File: src/rtl/series_ctrl_pkg.sv
// ---------------------------------------------------------------------------
// series_ctrl_pkg
//   Shared types and constants for the iterative series controller.
//   state_t  : controller FSM states, IDLE through DONE.
//   MODE_ADD : add_sub_mode value that makes the datapath add.
//   MODE_SUB : add_sub_mode value that makes the datapath subtract.
// ---------------------------------------------------------------------------
package series_ctrl_pkg;

    typedef enum logic [2:0] {
        IDLE  = 3'd0,
        INIT  = 3'd1,
        CHECK = 3'd2,
        MUL   = 3'd3,
        ACC   = 3'd4,
        INC   = 3'd5,
        DONE  = 3'd6
    } state_t;

    localparam logic MODE_ADD = 1'b1;
    localparam logic MODE_SUB = 1'b0;

endpackage

File: src/rtl/series_controller.sv
// ---------------------------------------------------------------------------
// series_controller
//   Moore FSM that sequences the iterative series datapath (counter, term and
//   accumulator registers, multiplier, add/sub unit, comparator, operand mux).
//   A run performs n_terms multiply-accumulate iterations and then pulses done.
//   The block holds no arithmetic of its own, only control.
//
//   Optional feature: define SERIES_ALT_SIGN_EN to alternate add/subtract on
//   successive accumulate steps (first iteration adds). Without it every
//   accumulate step adds.
//
// Ports
//   clk          in   clock, all state changes on the rising edge
//   rst          in   synchronous active-high reset
//   start        in   begin a run; only looked at in IDLE
//   n_terms      in   iteration count, captured when start is accepted
//   gt           in   comparator result (n_lat > datapath counter)
//   n_lat        out  captured iteration count, comparator input A
//   busy         out  high in every state except IDLE
//   done         out  one-cycle pulse at the end of a run
//   cnt_rst      out  clear the datapath counter
//   cnt_en       out  increment the datapath counter
//   term_load    out  load the term register from the operand mux
//   acc_load     out  load the accumulator register
//   mux_sel      out  0 = initial operands, 1 = datapath results
//   add_sub_mode out  1 = add, 0 = subtract; only meaningful in ACC
// ---------------------------------------------------------------------------
module series_controller
    import series_ctrl_pkg::*;
#(
    parameter int BIT_NUM = 8
) (
    input  logic               clk,
    input  logic               rst,
    input  logic               start,
    input  logic [BIT_NUM-1:0] n_terms,
    input  logic               gt,
    output logic [BIT_NUM-1:0] n_lat,
    output logic               busy,
    output logic               done,
    output logic               cnt_rst,
    output logic               cnt_en,
    output logic               term_load,
    output logic               acc_load,
    output logic               mux_sel,
    output logic               add_sub_mode
);

    state_t state_q;
    state_t state_d;

    // NOTE: registers are written with non-blocking assignments so every
    // flop samples the pre-edge value of every other flop.
    always_ff @(posedge clk) begin
        if (rst) begin
            state_q <= IDLE;
            n_lat   <= '0;
        end else begin
            state_q <= state_d;
            // The count is captured only when a run is accepted, so changes
            // to n_terms during a run cannot disturb the loop bound.
            if (state_q == IDLE && start) begin
                n_lat <= n_terms;
            end
        end
    end

`ifdef SERIES_ALT_SIGN_EN
    // Sign of the next accumulate step: 0 = add, 1 = subtract.
    logic sign_q;

    always_ff @(posedge clk) begin
        if (rst) begin
            sign_q <= 1'b0;
        end else if (state_q == INIT) begin
            sign_q <= 1'b0;
        end else if (state_q == INC) begin
            sign_q <= ~sign_q;
        end
    end
`endif

    // Next-state logic. The loop is pre-tested in CHECK, so n_lat == 0 runs
    // zero iterations, and the exit at cnt == n_lat means the counter never
    // has to wrap even for the largest count.
    // NOTE: assigning a default before the case keeps this block purely
    // combinational; a path that leaves a variable unassigned infers a latch.
    always_comb begin
        state_d = state_q;
        case (state_q)
            IDLE:    if (start) state_d = INIT;
            INIT:    state_d = CHECK;
            CHECK:   state_d = gt ? MUL : DONE;
            MUL:     state_d = ACC;
            ACC:     state_d = INC;
            INC:     state_d = CHECK;
            DONE:    state_d = IDLE;
            default: state_d = IDLE;
        endcase
    end

    // Output decode depends on the state register only (Moore outputs).
    always_comb begin
        busy         = 1'b0;
        done         = 1'b0;
        cnt_rst      = 1'b0;
        cnt_en       = 1'b0;
        term_load    = 1'b0;
        acc_load     = 1'b0;
        mux_sel      = 1'b0;
        add_sub_mode = MODE_SUB;
        case (state_q)
            INIT: begin
                busy      = 1'b1;
                cnt_rst   = 1'b1;
                term_load = 1'b1;
                acc_load  = 1'b1;
            end
            CHECK: begin
                busy = 1'b1;
            end
            MUL: begin
                busy      = 1'b1;
                term_load = 1'b1;
                mux_sel   = 1'b1;
            end
            ACC: begin
                busy     = 1'b1;
                acc_load = 1'b1;
                mux_sel  = 1'b1;
`ifdef SERIES_ALT_SIGN_EN
                add_sub_mode = sign_q ? MODE_SUB : MODE_ADD;
`else
                add_sub_mode = MODE_ADD;
`endif
            end
            INC: begin
                busy   = 1'b1;
                cnt_en = 1'b1;
            end
            DONE: begin
                busy = 1'b1;
                done = 1'b1;
            end
            default: ;
        endcase
    end

endmodule

File: config.mk
export PLATFORM = sky130hd
export DESIGN_NAME = series_controller
export DESIGN_NICKNAME = d
export VERILOG_FILES = /design/src/rtl/series_ctrl_pkg.sv /design/src/rtl/series_controller.sv
export SDC_FILE = /design/constraint.sdc
export NUM_CORES = 1
export LEC_CHECK = 0
export ABC_AREA = 1
export BUFFER_PORTS_ARGS = -buffer_cell sky130_fd_sc_hd__buf_2
export CAP_MARGIN = 20
export CORE_MARGIN = 4
export CORE_UTILIZATION = 45
export DETAILED_ROUTE_END_ITERATION = 6
export PLACE_DENSITY_LB_ADDON = 0.15
export SLEW_MARGIN = 40
export SYNTH_ARGS = -nofsm -noshare
export SYNTH_HDL_FRONTEND = slang
export SYNTH_SLANG_ARGS = --single-unit
export TNS_END_PERCENT = 1
File: constraint.sdc
create_clock -name clk -period 1.3 [get_ports clk]
set_input_delay 0.26 -clock clk [delete_from_list [all_inputs] [get_ports clk]]
set_output_delay 0.26 -clock clk [all_outputs]
set_load 0.05 [all_outputs]
# ---- Word-level counts from Yosys, hierarchy flattened
# Index checks and enable logic that the tools add are counted.
# W data, S select, Z words.
dict set report word_totals {
  ramBits 0
  latchBits 0
  n_memories 0
  regBits 11
  out_inout_bits 16
  romBits 0
  inputBits 12
}
dict set report op_classes {
  addsub 0
  order_cmp 0
  mul 0
  div 0
  n_bitwise 0
  shift 0
  muxes 11
  n_reduce_logical 7
  n_eq_ne 7
}
# cell n
set op_table {}
lappend op_table {{$pmux W3 S5} 1}
lappend op_table {{$eq A3 B3 Y1 const B} 3}
lappend op_table {{$mux W1} 8}
lappend op_table {{$reduce_or A2 Y1} 4}
lappend op_table {{$eq A3 B2 Y1 const B} 2}
lappend op_table {{$mux W3} 2}
lappend op_table {{$reduce_or A6 Y1} 1}
lappend op_table {{$eq A3 B1 Y1 const B} 1}
lappend op_table {{$logic_not A3 Y1} 1}
lappend op_table {{$ne A2 B2 Y1 const B} 1}
lappend op_table {{$logic_and A1 B1 Y1} 1}

# ---- Logic depth before layout (Yosys ltp)
dict set report depth {
  ltp_word 3
  ltp_mapped 6
}

# ---- Least setup slack after synthesis
# OpenSTA, ideal clock, no wires.
dict set report synth_timing {
  path_type {reg2out}
  from {reg state_q[0]}
  to {out acc_load}
  arrival_ps 1643
  path_stages_with_launch 3
  required_time_ps 1040
  setup_slack_ps -603
  n_path_buf 0
  path_cell_list {dfxtp_1 > nand2_1 > o21ai_0}
}
dict set report synth_via {
  elab_chain_cells 3
  word_cells_on_any_way 4
  classes_between {2 x eq/ne; 1 x mux; 1 x reduce/logical}
}
# element line_no
set synth_lines {}
lappend synth_lines {{from (decl)} series_controller.sv:49} ;# state_t state_q;
lappend synth_lines {{from (signal assigned)} series_controller.sv:59} ;# state_q <= state_d;
lappend synth_lines {{$eq A3 B3 Y1 / $eq A3 B1 Y1 (equally long branches)} series_controller.sv:112} ;# case (state_q)
lappend synth_lines {{$reduce_or A2 Y1 (no line) *} -}
lappend synth_lines {{$mux W1 *} series_controller.sv:112}
lappend synth_lines {{to (decl)} series_controller.sv:44} ;# output logic acc_load,
# Every way passes the cells marked *; elsewhere a longest branch is shown, timed or not.

# ---- Worst setup path after layout
# Same ends and word-level chain as after synthesis.

==> results.cfg <==
[power_and_ir_drop]
power.density_nw_per_um2 = 1680
irDropWorstVdd_v = 0.000873
p_total_mw = 1.61
leakagePower_nw = 0.551

[yosys]
synth_top_area_share_pct = 33.1
ys_seq_area_share_pct = 33.1
syn_nets = 112
yosysTopAreaCell = dfxtp_1
avgSynthCellArea_um2 = 6.64
synthMuxAreaShare_pct = 0
yosysWarnings = 0
synthSimpleGateAreaFrac_pct = 39.4
synth-xor-area-share_pct = 0
netlist_instances = 100
synth_seq_cells = 11
synthAdderAreaFrac_pct = 0
synth_top_family_by_area = simple AND/OR/NAND/NOR gates
synthDistinctLibCells = 18
netlist_area_um2 = 664
ys_top_cells_by_area = dfxtp_1, inv_1, nand2_1
synth_compound_gate_area_share_pct = 5.46

[final_layout]
num_antenna_cells = 0
area_growth_pct = 43.9
drive_gt1_share_pct = 44.4
final_cell_area_um2 = 956
post-route-util_pct = 70.8
fin_nets = 148
final-instance-count-excl-fill = 150

[critical_path]
critPathKind = reg2out
required_ns = 1.04
r2r_start = state_q[0]
critPathLaunch = state_q[0]
max_stage_delay_ns = 0.37
slowest_stage = dfxtp_4
worstPathMaxFanout = 4
arrival_ns = 1.15
endpoint_kind = output pin
crit_chain = nor2_4 -> nand2_2 -> o21ai_2 -> buf_6
startpoint_type = flip-flop

[routing]
final_antenna_net_count = 0
wl_per_cell_um = 9.97
firstDrtPassIters = 4
viasPerCell = 4.47
drc = 0
wirelength_um = 1500
drtIter0Drc = 9
route.vias.total = 670

[clocking]
cts_buffer_depth = 2
htreeDepth = 1
clock_latency_ns = 0.27
numCtsBuffers = 3
cts_hold_repair.buffers = 0
clockRootBuffer = clkbuf_4
cts_tree = built
clkSlewWorstSetupHoldPaths_ns = 0.08
cts.sinks = 11

[timing]
timing.hold.ws_ns = 0.185
max_slew_margin_pct = 83.3
finalWorstSetupSlack_ns = -0.115
max_freq_mhz = 707
rsz0062_at_grt = true
setup_violations = 13
finalHoldViolations = 0
finalCritPeriodShare_pct = 109
slew_viol_final = 0
min_period_ns = 1.41
worst_pin_slew_ns = 0.250
fin_skew_ns = 0.0124
fin_tns_setup_ns = -0.588

[floorplan]
dieWidth_um = 46.4
core_um2 = 1350
rows = 13
pin_count = 28
die-area_um2 = 2160
start_util_pct = 49.2
chipHeight_um = 46.4

[placed_design]
dpl_cell_area_um2 = 825
pre_cts_ws_ns = 0.0520
dp_cells = 143
io_buffer_count = 27
hpwl_um = 1050
place.gp.congestion = 0.699

[flow_run]
maxCapViolCount = 0

[global_routing]
antenna_found_initial = 0
grt_max_degree = 11
grt.total_usage_pct = 16.6
grt-ovfl-total = 0
grt_pass1_vias = 612
grt_pass1_wl_um = 2570

[min_path]
hp-start = rst
hold_class = in2reg

[status]
violations = negative setup slack
outcome = complete, but fails checks
-- routing by layer --
layer	global-route usage (%)	up-vias	part of all wire, %
met4	6.82	0	0.80
met1	22.0	290	48
li1	-	362	-
met2	25.8	16	45
met3	3.52	2	5.5
met5	0	-	0
-- state kept, by name (all words and copies together), names as in the netlist --
name / cells
n_lat: 8
state_q: 3
-- where the power goes --
| group | internal (mW) | total [mW] | switching (mW) | leakage, nW |
|---|---|---|---|---|
| clock network | 0.118 | 0.241 | 0.123 | 0.0150 |
| logic | 0.323 | 0.919 | 0.596 | 0.443 |
| registers | 0.401 | 0.451 | 0.0494 | 0.0929 |
-- cells in the final DEF (no fill, tap or decap) --
master / instances
nand4_2: 1
a21oi_1: 3
nand4_1: 7
inv_1: 28
o21ai_2: 2
dfxtp_1: 8
o21a_1: 1
dfxtp_4: 3
inv_2: 1
clkbuf_4: 3
nand3_1: 1
buf_2: 19
buf_6: 7
nand2_2: 3
nor2_2: 9
nor2_4: 1
buf_4: 7
buf_8: 2
nand3_4: 1
nor2_1: 8
nand2_4: 1
nand2_1: 18
clkbuf_1: 1
-- critical path, delay by kind of cell, from the launching register on --
family	cells	cell delay, ns
DFF	1	0.37
and+or+nand+nor	2	0.27
buffers and inverters	1	0.17
AOI/OAI and AO/OA	1	0.07
-- final cells by class --
cell class | instances | area, µm²
fillers | 115 | 394
clock buffers | 4 | 26.3
repair buffers | 35 | 256
inverters | 29 | 109
well taps | 15 | 18.8
multi-input cells | 56 | 314
flip-flops and latches | 11 | 231
-- cell families (layout without fill, tap and decap cells) --
kind of cell,after synthesis,after routing
compound gates,6,6
flops,11,11
buf+inv,33,68
simple gates,50,50
-- final timing paths --
kind,end,slack [ns],cells after the start
setup reg to reg,n_lat[7],-0.01,8
hold reg to reg,n_lat[3],0.51,4
hold / removal,state_q[2],0.19,2
setup / recovery,acc_load,-0.11,4
-- cell usage after synthesis --
cell     number
nor2_4        1
nand2_4       1
nor2_1       10
inv_1        28
nand3_4       1
nand4_1       7
nand3_1       1
nand4_2       1
inv_2         1
o21ai_2       1
o21a_1        1
buf_6         2
o21ai_0       1
dfxtp_1      11
a21oi_1       3
buf_4         2
nand2_1      21
nor2_2        7
-- timing repair --
item                                    4_1_cts  5_1_grt
gates resized for setup                      25        4
endpoints found under the setup margin        8       16
buffers inserted                              3        0
pin swaps                                     2        2
No activity file was read; power rests on OpenSTA's default activity.
